$ cat src/rtl/avalon_input_capture_pkg.sv
// avalon_input_capture_pkg: register offsets and EDGE_CFG bit indices
package avalon_input_capture_pkg;
   localparam logic [1:0] ADDR_DATA         = 2'd0;
   localparam logic [1:0] ADDR_IRQ_MASK     = 2'd1;
   localparam logic [1:0] ADDR_EDGE_CAPTURE = 2'd2;
   localparam logic [1:0] ADDR_EDGE_CFG     = 2'd3;
   localparam int CFG_RISE = 0;
   localparam int CFG_FALL = 1;
endpackage

$ cat src/rtl/avalon_input_capture_if.sv
// avalon_input_capture_if: Avalon-MM slave bus bundle
interface avalon_input_capture_if;
   logic [1:0]  avs_address;
   logic        avs_read;
   logic        avs_write;
   logic [31:0] avs_writedata;
   logic [31:0] avs_readdata;
   modport master (output avs_address, avs_read, avs_write, avs_writedata, input avs_readdata);
   modport slave (input avs_address, avs_read, avs_write, avs_writedata, output avs_readdata);
endinterface

$ cat src/rtl/avalon_input_capture_debounce_bit.sv
// debounce_bit: two-flop synchronizer followed by a stable-count debounce filter
module debounce_bit #(
   parameter int   DEBOUNCE_CYCLES = 250000,
   parameter int   CNT_W           = 18,
   parameter logic INIT            = 1'b0
) (
   input  logic clk,
   input  logic reset,
   input  logic din,
   output logic level_out
);
   logic [1:0]       sync;
   logic [CNT_W-1:0] cnt;
   always_ff @(posedge clk) begin
      if (reset) begin
         sync      <= {2{INIT}};
         level_out <= INIT;
         cnt       <= '0;
      end else begin
         sync <= {sync[0], din};
         if (sync[1] == level_out) cnt <= '0;
         else if (cnt == CNT_W'(DEBOUNCE_CYCLES - 1)) begin
            level_out <= sync[1];
            cnt       <= '0;
         end else cnt <= cnt + 1'b1;
      end
   end
endmodule

$ cat src/rtl/avalon_input_capture.sv
// avalon_input_capture: debounced inputs with edge capture and maskable IRQ on Avalon-MM
module avalon_input_capture #(
   parameter int               WIDTH           = 14,
   parameter int               DEBOUNCE_CYCLES = 250000,
   parameter int               CNT_W           = 18,
   parameter logic [WIDTH-1:0] INIT_VALUE      = 14'h000F
) (
   input  logic                   clk,
   input  logic                   reset,
   input  logic [WIDTH-1:0]       pins_in,
   avalon_input_capture_if.slave  avs,
   output logic                   irq
);
   import avalon_input_capture_pkg::*;
   logic [WIDTH-1:0] level, level_d, mask, capture, evt, w1c;
   logic [1:0]       cfg;
   logic [31:0]      rd_mux;
   for (genvar i = 0; i < WIDTH; i++) begin : g_db
      debounce_bit #(.DEBOUNCE_CYCLES(DEBOUNCE_CYCLES), .CNT_W(CNT_W), .INIT(INIT_VALUE[i])) u_db (
         .clk(clk), .reset(reset), .din(pins_in[i]), .level_out(level[i]));
   end
   always_comb begin
      evt = (level & ~level_d & {WIDTH{cfg[CFG_RISE]}}) | (~level & level_d & {WIDTH{cfg[CFG_FALL]}});
      w1c = (avs.avs_write && avs.avs_address == ADDR_EDGE_CAPTURE) ? avs.avs_writedata[WIDTH-1:0] : '0;
      rd_mux = avs.avs_address == ADDR_DATA     ? 32'(level) :
               avs.avs_address == ADDR_IRQ_MASK ? 32'(mask) :
               avs.avs_address == ADDR_EDGE_CFG ? 32'(cfg) : 32'(capture);
   end
   // level_d reloads with INIT_VALUE too, so reset never fabricates an edge
   always_ff @(posedge clk) begin
      if (reset) begin
         level_d          <= INIT_VALUE;
         mask             <= '0;
         capture          <= '0;
         cfg              <= 2'b11;
         irq              <= 1'b0;
         avs.avs_readdata <= '0;
      end else begin
         level_d <= level;
         capture <= (capture & ~w1c) | evt;
         irq     <= |(capture & mask);
         if (avs.avs_write && avs.avs_address == ADDR_IRQ_MASK) mask <= avs.avs_writedata[WIDTH-1:0];
         if (avs.avs_write && avs.avs_address == ADDR_EDGE_CFG) cfg <= avs.avs_writedata[1:0];
         if (avs.avs_read) avs.avs_readdata <= rd_mux;
      end
   end
endmodule

$ cat src/flat_wrapper.sv
// flat-port wrapper written by rule: the top's interface ports become plain ports
module avalon_input_capture_flat import avalon_input_capture_pkg::*;
#(
   parameter int               WIDTH           = 14,
   parameter int               DEBOUNCE_CYCLES = 250000,
   parameter int               CNT_W           = 18,
   parameter logic [WIDTH-1:0] INIT_VALUE      = 14'h000F
)
  (clk, reset, pins_in, irq, avs_avs_address, avs_avs_read, avs_avs_write, avs_avs_writedata, avs_avs_readdata);
  avalon_input_capture_if avs_i ();
  input  logic clk;
  input  logic reset;
  input  logic [WIDTH-1:0] pins_in;
  output logic irq;
  input wire logic [$bits(avs_i.avs_address)-1:0] avs_avs_address;
  input wire logic [$bits(avs_i.avs_read)-1:0] avs_avs_read;
  input wire logic [$bits(avs_i.avs_write)-1:0] avs_avs_write;
  input wire logic [$bits(avs_i.avs_writedata)-1:0] avs_avs_writedata;
  output wire logic [$bits(avs_i.avs_readdata)-1:0] avs_avs_readdata;
  assign avs_i.avs_address = avs_avs_address;
  assign avs_i.avs_read = avs_avs_read;
  assign avs_i.avs_write = avs_avs_write;
  assign avs_i.avs_writedata = avs_avs_writedata;
  assign avs_avs_readdata = avs_i.avs_readdata;
  avalon_input_capture #(.WIDTH(WIDTH), .DEBOUNCE_CYCLES(DEBOUNCE_CYCLES), .CNT_W(CNT_W), .INIT_VALUE(INIT_VALUE)) u_core (.clk(clk), .reset(reset), .pins_in(pins_in), .avs(avs_i), .irq(irq));
endmodule
$ cat config.mk
export PLATFORM = sky130hd
export DESIGN_NAME = avalon_input_capture_flat
export DESIGN_NICKNAME = d
export VERILOG_FILES = /design/src/rtl/avalon_input_capture_pkg.sv /design/src/rtl/avalon_input_capture_if.sv /design/src/rtl/avalon_input_capture_debounce_bit.sv /design/src/rtl/avalon_input_capture.sv /design/src/flat_wrapper.sv
export SDC_FILE = /design/constraint.sdc
export NUM_CORES = 1
export LEC_CHECK = 0
export BUFFER_PORTS_ARGS = -buffer_cell sky130_fd_sc_hd__buf_2
export CAP_MARGIN = 25
export CORE_MARGIN = 8
export CORE_UTILIZATION = 55
export CTS_CLUSTER_SIZE = 16
export DETAILED_ROUTE_END_ITERATION = 7
export GPL_TIMING_DRIVEN = 0
export PLACE_DENSITY = 0.78
export SLEW_MARGIN = 20
export SYNTH_ARGS = -nofsm -noshare
export SYNTH_HDL_FRONTEND = slang
export SYNTH_HIERARCHICAL = 1
export SYNTH_SLANG_ARGS = --single-unit
$ cat constraint.sdc
create_clock -name clk -period 1.67 [get_ports clk]
set_input_delay 0.0835 -clock clk [delete_from_list [all_inputs] [get_ports clk]]
set_output_delay 0.0835 -clock clk [all_outputs]
set_load 0.03 [all_outputs]
# Word-level counts from Yosys, hierarchy flattened
# Index checks and enable logic that the tools add are counted.
# op_classes
n_bitwise,25
add_sub_neg,14
n_eq_ne,31
n_mux,4
reduce_logical,33
# ops
op,n
"adder 18 x 1 -> 18 bit, second input constant",14
"equality test 18 bit, second input constant",14
bitwise AND 14 bit,6
two-way mux 32 bit,2
NOT 14 bit,3
OR reduction 3 bit,14
two-way mux 14 bit,2
OR 14 bit,2
AND reduction 2 bit,14
equality test 1 bit,14
NOT 1 bit,14
OR reduction 14 bit,1
"equality test 2 bit, second input constant",2
logical AND 1 bit,3
"equality test 2 x 1 -> 1 bit, second input constant",1
logical NOT 2 bit,1
# totals
output_inout_bits,33
ff_bits,371
input_bits,52
word_cells,155

# Logic depth before layout (Yosys ltp)
# Gate-level depths: netlist of run 1.
# logic_depth
ltp_word,6
ltp_mapped,7
ltp_nobuf,5

# By module
# Netlist of run 1, hierarchy kept.
# modules_own_cells
mod,area_each_um2,seq_area_each_um2,cells_each,n_inst
debounce_bit at u_core.g_db[10].u_db ...,914.6,420.4,104,9
debounce_bit at u_core.g_db[0].u_db ...,947.2,420.4,103,4
avalon_input_capture,2747.6,1181.1,297,1
debounce_bit at u_core.g_db[9].u_db,963.4,420.4,104,1

# Least setup slack after synthesis of run 1
# No wires, ideal clock.
# synth_path
kind,register to register
startpoint,reg u_core.g_db[10].u_db.cnt[0]
endpoint,reg u_core.g_db[10].u_db.cnt[14]
arrival_ns,1.736
slack_ns,-0.136
stages_incl_launch_ff,6
period_less_slack_ns,1.806
setup_ns,0.070
cell_sequence,dfxtp_1 -> ha_1 -> nand3_1 -> or3_1 -> or4_2 -> a21oi_1
# synth_between
elab_chain_len,2
# synth_rtl
item,line,source
from (decl),avalon_input_capture_debounce_bit.sv:13,logic [CNT_W-1:0] cnt;
from (signal assigned),avalon_input_capture_debounce_bit.sv:25,end else cnt <= cnt + 1'b1;
"parallel branches: the longest is 2 deep, another holds adder 18 x 1 -> 18 bit",n/a,
# Several ways; the timed one is not identified.
# A chain may end at the register's enable or synchronous reset.

# Final worst setup path of run 1
# layout_path
startpoint,reg u_core.g_db[8].u_db.cnt[12]
endpoint,reg u_core.g_db[8].u_db.cnt[17]
# layout_between
elab_chain_len,2
# layout_rtl
item,line
from (decl),avalon_input_capture_debounce_bit.sv:13
from (signal assigned),avalon_input_capture_debounce_bit.sv:25
"parallel branches: the longest is 2 deep, another holds adder 18 x 1 -> 18 bit",n/a
# Several ways; the timed one is not identified.

==> run metrics, run 1 <==
worst vdd rail ir drop 0.692 mV; Logic pwr share 4.2%; status finished with violations; register area share after synthesis 44.9%; Routability Congestion 0.852; width of the die 185 µm; Core Rows 62; Final Hold Vio Count 0; DIE AREA 34300 µm²; RSZ-0062 raised after global routing true; # H-tree levels 2; global-route wire length before repair 62400 µm; Async SR Flop Fraction 0%; Seq cells post-synth 353; critical path arrival 2220 ps; post-route minimum period 1760 ps; initial antenna violation count 1; sw power 3.79 mW; Starting DRT DRC Count 1161; Fmax achieved 567 MHz; Worst-Skew Late Latency 520 ps; fin worst setup slack -92.4 ps; max-slew violations 0; Clock Skew 9.27 ps; share of power burned in registers 48.3%; Root Driver clkbuf_16; Total Wirelength 43500 µm; die height 185 µm; Final period util 106%; Post-synth top flop dfxtp_1; number of global-route vias before repair 13318; Total GRT Usage 21.4%; Slew headroom 44.5%; Worst-path clk slew 60 ps; Final nets 2125; Sw Ratio 21.8%; kind of critical path reg2reg; PwrDens 805 nW/µm²; clock network power share 47.5%; Max-cap violations 0; IO buf count 45; drt drc 0; failing checks negative setup slack; DRT antenna net count 0; count of different cell masters after synthesis 59; CTS Buf Count 38; Final Power 17.4 mW; Core Util, Final 75.8%; DRT Pass-1 Iters 5; routed len/inst 17.6 µm; synthesized instance count 1749; Internal 13.6 mW; Antenna Diode Count 0; Avg Cell Area, Syn 8.99 µm²; largest net degree at the start of global routing 71; CTS sink count 353; setup violators final 99; Post-Syn Area 15700 µm²; I/O pins 85; Critical Path Source Type flip-flop; fillers 1687; hold crit path type in2reg; EDFF count, synth 0; worst-path fanout max 6; Avg Vias per Cell 5.81; Area Growth Syn to Fin 37.2%; measured slew at the worst slew-check pin 832 ps; setup tns final -3300 ps; CTS tree done; dpl hpwl 22300 µm; Core Region 28500 µm²; Required @ worst endpoint 2120 ps; synth warn 6; global route overflow 0; routed via count 14366; Lkg Pwr 6.74 nW; Initial Utilization 55.3%; ratio of cells with drive above 1 in the final layout 39.8%; Max Buffers Root-to-Sink 3; CP Capture Type flip-flop
## cell type report
cell class                 count  area [µm²]  area share (%)
clock buffer                  57        1120            5.17
tap                          384         480            2.23
inverter                      65         244            1.13
sequential                   353        7540            34.9
multi-input combinational   1290        9600            44.5
clock inverter                12         110           0.510
timing repair buffer         253        1990            9.20
buffer                        58         517            2.39
## layer usage
metal / vias to the layer above / wire [µm] / track usage [%]
met5: - / 13 / 0
met4: 2 / 1430 / 6.69
met3: 123 / 2400 / 3.71
met2: 505 / 22100 / 38.6
met1: 6965 / 17600 / 25.5
li1: 6771 / - / -
## logic make-up after synthesis
family / share of synthesized area, %
AND/OR/NAND/NOR: 29.2
flip-flops: 44.9
AO/OA/AOI/OAI: 9.14
XOR/XNOR: 10.2
buffers and inverters: 4.15
multiplexers: 1.24
adder cells (fa/ha/maj): 1.11
other: 0.0238
## path summary, 6_finish.rpt
check	start	endpoint	slack (ps)	depth (start not counted)
max	u_core/g_db[8].u_db/cnt[12]	u_core/g_db[8].u_db/cnt[17]	-90	4
min	avs_avs_address[1]	u_core/avs.avs_readdata[13]	30	3
max reg2reg	u_core/g_db[8].u_db/cnt[12]	u_core/g_db[8].u_db/cnt[17]	-90	4
min reg2reg	u_core/g_db[2].u_db/sync[0]	u_core/g_db[2].u_db/sync[1]	420	1
## flip-flops by register name, indices dropped and copies added (netlist names)
signal	flops
u_core/level_d	14
u_core/cfg	2
u_core/irq	1
u_core/g_db.u_db/cnt	252
u_core/g_db.u_db/sync	28
u_core/avs.avs_readdata	14
u_core/mask	14
u_core/g_db.u_db/level_out	14
u_core/capture	14
## cells in the final DEF (no fill, tap or decap), types with 30 or more instances in the layout
cell / Yosys / routed
buf_4: 24 / 187
nor2_1: 240 / 185
dfxtp_1: 353 / 176
xnor2_1: 163 / 163
nand2_1: 124 / 112
dfxtp_4: 0 / 100
dfxtp_2: 0 / 77
inv_1: 65 / 65
nor4_1: 62 / 57
o21ai_0: 50 / 50
nor3_1: 50 / 50
buf_2: 9 / 49
a21oi_2: 5 / 45
clkbuf_16: 0 / 44
nand3_4: 4 / 38
nand3_1: 76 / 37
nand4_1: 34 / 34
or4_4: 18 / 34
a21oi_1: 73 / 33
nor2_2: 0 / 32
nand3b_1: 31 / 31
dlygate4sd3_1: 0 / 30
nor2b_1: 30 / 30
## power by group through the flow
| stage | logic (mW) | clock network, mW | registers [mW] |
|---|---|---|---|
| 2_1_floorplan | 0.354 | 0 | 8.73 |
| 3_3_place_gp | 0.557 | 0 | 8.70 |
| 3_5_place_dp | 0.567 | 0 | 8.70 |
| 4_1_cts | 0.662 | 8.37 | 8.44 |
| 5_1_grt | 0.777 | 8.78 | 8.39 |
| 6_report | 0.727 | 8.26 | 8.39 |
## Yosys cell counts, types with 30 or more instances
| master | count | area share (%) |
|---|---|---|
| inv_1 | 65 | 1.6 |
| a21oi_1 | 73 | 2.3 |
| nor2_1 | 240 | 5.7 |
| nand3b_1 | 31 | 1.5 |
| nor3_1 | 50 | 1.6 |
| dfxtp_1 | 353 | 45 |
| nand4_1 | 34 | 1.4 |
| nor4_1 | 62 | 2.5 |
| nand2_1 | 124 | 3.0 |
| nor2b_1 | 30 | 1.2 |
| nand3_1 | 76 | 2.4 |
| o21ai_0 | 50 | 1.6 |
| xnor2_1 | 163 | 9.1 |
## stage by stage
step	cells	hold WS, ps	worst slack [ps]	cell area [µm²]
6_report	2472	27.3	-92.4	21600
5_1_grt	2472	23.4	-146	21600
4_1_cts	2396	2.44	-24.5	20100
3_5_place_dp	2195	267	-325	16900
3_3_place_gp	2195	269	-608	16900
2_1_floorplan	1766	153	-59.0	16200
## worst max-delay path, stage by stage (launching register included)
cell and delay, ps:
dfxtp_2 350, nand2_1 120, or4_4 570, or4_4 540, a21oi_2 120
## repair_timing
item,CTS,global route
pin swaps,69,81
setup endpoints to repair,197,212
setup buffers,101,72
hold endpoints to repair,47,0
cloned,1,4
gates resized for setup,278,222
hold buffers,30,0
Note: power is estimated with default switching activity, not from simulation.
==> inputs of run 2 (changes only) <==
- TNS_END_PERCENT: not set -> 50
==> run 2 against run 1 <==
Compared with the run above:
- the run still ends with negative setup slack left
- cell count is 3.5% lower
- global-route usage fell by 1.4 points
- clock skew is 1.9 ps higher
- critical endpoint is now u_core/g_db[3].u_db/cnt[17]
- largest cell class unchanged
- largest power group is now clock
==> run metrics, run 2 (same netlist as run 1, synthesis figures left out) <==
status finished with violations; failing checks negative setup slack; Routability Congestion 0.856 (+0.55%); Core Region 28500 µm² (unchanged); DP Cell Count 2195 (unchanged); commonest non-fill, non-tap cell in the layout nor2_1; Root Driver clkbuf_16; Area Growth Syn to Fin 32.3%; Sw Ratio 21.9% (+0.11 points); share of power burned in registers 47.0% (-1.3 points); Worst-path clk slew 60 ps (about the same); die height 185 µm (unchanged); Final Hold Vio Count 0 (unchanged); dpl hpwl 22600 µm (+1.1%); Final period util 107% (+1.5 points); PwrDens 858 nW/µm² (+6.6%); global-route wire length before repair 58500 µm (-6.3%); cell area after layout 20800 µm² (-3.6%); Worst-Skew Late Latency 520 ps (about the same); kind of critical path reg2reg; placed standard-cell area 16800 µm² (-0.69%); Starting DRT DRC Count 913 (-21%); max-slew violations 0 (unchanged); fin worst setup slack -117 ps (-25.0 ps); Total GRT Usage 20.0% (-1.4 points); IO buf count 45 (unchanged); sw power 3.92 mW (+3.2%); Required @ worst endpoint 2110 ps (about the same); fillers 1850 (+9.7%); routed via count 13583 (-5.5%); drt drc 0 (unchanged); DIE AREA 34300 µm² (unchanged); Max Buffers Root-to-Sink 3 (unchanged); CTS sink count 353 (unchanged); measured slew at the worst slew-check pin 806 ps (-26.0 ps); DRT antenna net count 0 (unchanged); # H-tree levels 2 (unchanged); CTS Buf Count 38 (unchanged); number of global-route vias before repair 12410 (-6.8%); worst-path fanout max 6 (unchanged); worst vdd rail ir drop 0.788 mV (+14%); Core Util, Final 73.1% (-2.7 points); largest reg by FF count u_core/g_db.u_db/cnt; biggest regs u_core/g_db.u_db/cnt x252, u_core/g_db.u_db/sync x28; I/O pins 85 (unchanged); Initial Utilization 55.3% (unchanged); RSZ-0062 raised after global routing true; Core Rows 62 (unchanged); Lkg Pwr 6.29 nW (-6.7%); initial antenna violation count 1 (unchanged); DRT Pass-1 Iters 5 (unchanged); most frequent cells in the layout nor2_1 (202), dfxtp_1 (181), xnor2_1 (163); FF+latch area 7520 µm² (-0.22%); post-route minimum period 1790 ps (+25.0 ps); Place WS -347 ps (-21.9 ps); Slew headroom 46.3% (+1.7 points); combined area of the multi-input logic cells 9410 µm² (-2.0%); global route overflow 0 (unchanged); Critical Path Source Type flip-flop; CTS tree done; Max-cap violations 0 (unchanged); hold crit path type in2reg; clock network power share 49.0% (+1.5 points); CP Capture Type flip-flop; Total Wirelength 39600 µm (-8.9%); critical path arrival 2230 ps (about the same); setup violators final 68 (-31%); routed len/inst 16.6 µm (-5.6%); ratio of cells with drive above 1 in the final layout 35.6% (-4.3 points); Clock Skew 11.2 ps (+1.90 ps); Avg Vias per Cell 5.70 (-2.0%); Final nets 2036 (-4.2%); fin cells 2385 (-3.5%); Fmax achieved 559 MHz (-1.4%); largest net degree at the start of global routing 71 (unchanged); Logic pwr share 3.9% (-0.3 points); Largest register FFs 252 (unchanged); Internal 13.9 mW (+2.6%); width of the die 185 µm (unchanged); setup tns final -3150 ps (+147 ps)
[run 2: timing repair]
action | in CTS | in global routing
hold endpoints to repair | 47 | 0
setup buffers | 6 | 77
resized for setup | 188 | 303
cloned | 0 | 5
hold buffers | 31 | 0
pin swaps | 28 | 85
endpoints found under the setup margin | 200 | 171
[run 2: per-stage QoR]
| step | hold slack, ps | total power, mW |
|---|---|---|
| CTS | 56.0 | 18.0 |
| detailed placement | 277 | 9.29 |
| finish | 72.8 | 17.9 |
| global placement | 271 | 9.28 |
| global route | 62.5 | 18.4 |
| floorplan | 153 | 9.10 |
[run 2: layout make-up]
class | count | share of cell area, %
clock buffer | 50 | 5.48
clock inverter | 20 | 0.902
timing repair buffer | 164 | 6.26
sequential | 353 | 36.2
multi-input combinational | 1290 | 45.2
tap | 384 | 2.31
antenna | 1 | 0.0120
buffer | 58 | 2.50
inverter | 65 | 1.17
[run 2: worst paths after layout]
| kind | slack [ps] | from | depth (start not counted) | to |
|---|---|---|---|---|
| min | 70 | avs_avs_address[0] | 4 | u_core/avs.avs_readdata[13] |
| max | -120 | u_core/g_db[3].u_db/cnt[14] | 4 | u_core/g_db[3].u_db/cnt[17] |
| min reg2reg | 410 | u_core/g_db[0].u_db/sync[0] | 1 | u_core/g_db[0].u_db/sync[1] |
| max reg2reg | -120 | u_core/g_db[3].u_db/cnt[14] | 4 | u_core/g_db[3].u_db/cnt[17] |
[run 2: metal layers]
layer | GRT usage, % | wire (µm) | up-vias
met5 | 0 | 0 | -
met4 | 7.17 | 954 | 0
met3 | 3.28 | 1700 | 74
met2 | 35.2 | 20500 | 317
met1 | 24.4 | 16500 | 6581
li1 | - | - | 6611
[run 2: power by group through the flow]
stage	Clock, mW	Combinational, mW	Sequential (mW)
2_1_floorplan	0	0.354	8.75
3_3_place_gp	0	0.559	8.72
3_5_place_dp	0	0.569	8.72
4_1_cts	8.90	0.648	8.48
5_1_grt	9.27	0.754	8.40
6_report	8.75	0.703	8.40
[run 2: worst max-delay path: stages, from the launching register on]
cell and delay, ps:
dfxtp_1 390, nand3_1 90, or4_4 580, or4_4 510, a21oi_2 160
==> inputs of run 3 (changes only) <==
- CAP_MARGIN: 25 -> not set
- SETUP_SLACK_MARGIN: not set -> 0.02
==> run 3 against run 2 <==
Compared with the run above:
- the flow still finishes with violations (negative setup slack)
- cell area increased by 0.88%
- critical path depth increased by 2
- via count increased by 1.2%
- die area unchanged
- flip-flop and latch count unchanged
- global-route usage increased by 0.71 points
- setup slack got worse by 24 ps
==> run metrics, run 3 (same netlist as run 1, synthesis figures left out) <==
most frequent cells in the layout nor2_1 (197), dfxtp_1 (174), xnor2_1 (163); drt drc 0 (unchanged); fin cells 2407 (+0.92%); Root Driver clkbuf_16; Area Growth Syn to Fin 33.4%; Fmax achieved 552 MHz (-1.3%); Critical Path Source Type flip-flop; Worst Setup SP u_core/g_db[1].u_db/cnt[5]; measured slew at the worst slew-check pin 625 ps (-180 ps); Lkg Pwr 6.39 nW (+1.6%); min-delay src avs_avs_address[0]; Slew headroom 57.9% (+12 points); initial antenna violation count 2 (+1); Total GRT Usage 20.7% (+0.71 points); Routability Congestion 0.810 (-5.4%); DRT antenna net count 0 (unchanged); PwrDens 842 nW/µm² (-1.9%); Final nets 2060 (+1.2%); Avg Vias per Cell 5.71 (+0.31%); hold crit path type in2reg; Final Power 17.7 mW (-1.0%); # H-tree levels 2 (unchanged); width of the die 185 µm (unchanged); Clock Skew 14.9 ps (+3.71 ps); Total Wirelength 40500 µm (+2.2%); Core Region 28500 µm² (unchanged); DIE AREA 34300 µm² (unchanged); CTS sink count 353 (unchanged); global-route wire length before repair 60400 µm (+3.3%); failing checks negative setup slack; r2r startpoint u_core/g_db[1].u_db/cnt[5]; Final Hold Vio Count 0 (unchanged); Max-cap violations 0 (unchanged); number of global-route vias before repair 12885 (+3.8%); fin worst setup slack -142 ps (-24.4 ps); Worst-path clk slew 60 ps (about the same); RSZ-0062 raised after global routing true; worst-path fanout max 5 (-1); Final period util 108% (+1.5 points); Starting DRT DRC Count 909 (-0.44%); DP Cell Count 2196 (+0.046%); worst vdd rail ir drop 1.07 mV (+35%); global route overflow 0 (unchanged); ratio of cells with drive above 1 in the final layout 35.6% (about the same); max-slew violations 0 (unchanged); I/O pins 85 (unchanged); fillers 1843 (-0.38%); die height 185 µm (unchanged); Core Rows 62 (unchanged); status finished with violations; CTS Buf Count 38 (unchanged); Largest register FFs 252 (unchanged); Initial Utilization 55.3% (unchanged); largest net degree at the start of global routing 41 (-42%); IO buf count 45 (unchanged); DRT Pass-1 Iters 5 (unchanged); kind of critical path reg2reg; combined area of the multi-input logic cells 9440 µm² (+0.37%); setup violators final 72 (+5.9%); routed via count 13751 (+1.2%); critical path arrival 2220 ps (about the same); FF+latch area 7520 µm² (about the same); commonest non-fill, non-tap cell in the layout nor2_1; Required @ worst endpoint 2080 ps (-30 ps); Max Buffers Root-to-Sink 3 (unchanged); routed len/inst 16.8 µm (+1.3%); dpl hpwl 23100 µm (+2.6%); CP Capture Type flip-flop; largest reg by FF count u_core/g_db.u_db/cnt; Worst-Skew Late Latency 530 ps (about the same); post-route minimum period 1810 ps (+24.4 ps); CTS tree done; biggest regs u_core/g_db.u_db/cnt x252, u_core/g_db.u_db/sync x28
==> run 3: cell count changes in the layout (fill, tap and decap cells not counted), moves of 5 or more <==
cell,previous run,this run
buf_4,98,112
a21oi_2,38,30
dfxtp_4,96,91
clkbuf_1,6,14
a21oi_1,40,48
clkinv_2,12,6
nand2_2,9,2
dlygate4sd3_1,31,41
dfxtp_1,181,174
nor2_2,12,21
nand2_1,115,121
nor2_1,202,197
dfxtp_2,76,88
==> run 3: path summary, 6_finish.rpt <==
path | endpoint | slack, ps | cells after the start
worst max-delay path | u_core/g_db[1].u_db/cnt[10] | -140 | 6
worst min-delay path | u_core/avs.avs_readdata[13] | 100 | 4
worst max register to register | u_core/g_db[1].u_db/cnt[10] | -140 | 6
worst min register to register | u_core/g_db[2].u_db/sync[1] | 420 | 1
==> run 3: metal layers <==
layer | vias up | part of all wire, % | GRT usage (%)
li1 | 6645 | - | -
met1 | 6614 | 41 | 25.3
met2 | 388 | 51 | 36.4
met3 | 102 | 4.7 | 3.20
met4 | 2 | 3.2 | 7.94
met5 | - | 0.020 | 0
==> run 3: metrics by stage <==
step | setup TNS (ps) | utilization, % | hold WS [ps] | setup slack (ps) | cell area, µm²
after floorplan | -1790 | - | 153 | -72.0 | 16200
after global placement | -97510 | 59.4 | 269 | -779 | 16900
after detailed placement | -38010 | 59.4 | 270 | -324 | 16900
after CTS | -2990 | 68.0 | 45.7 | -122 | 19400
after global routing | -9480 | 73.7 | 86.3 | -197 | 21000
final | -3980 | 73.7 | 105 | -142 | 21000
==> run 3: layout make-up <==
| type | instances | area share, % |
|---|---|---|
| multi-input cells | 1290 | 45.0 |
| flip-flops and latches | 353 | 35.8 |
| repair buffers | 188 | 7.26 |
| clock buffers | 58 | 5.47 |
| plain buffers | 58 | 2.39 |
| well taps | 384 | 2.29 |
| inverters | 65 | 1.16 |
| clock inverters | 10 | 0.614 |
| diodes | 1 | 0.0119 |
==> run 3: timing repair <==
action,CTS,global route
resized for setup,213,254
endpoints found under the hold margin,58,0
hold buffers,41,0
setup buffers,15,81
pin swaps,28,80
cloned,0,5
endpoints found under the setup margin,204,194
==> run 3: power by group <==
group	leakage (nW)	switching [mW]	internal, mW
logic	2.78	0.412	0.325
registers	2.97	0.0567	8.35
clock network	0.634	3.33	5.19
==> run 3: worst max-delay path, stage by stage (launching register included) <==
cell and delay (ps):
dfxtp_2 330, or4bb_4 560, nor3_4 230, a21o_1 210
buf_6 160, clkbuf_16 160, nor2_4 30
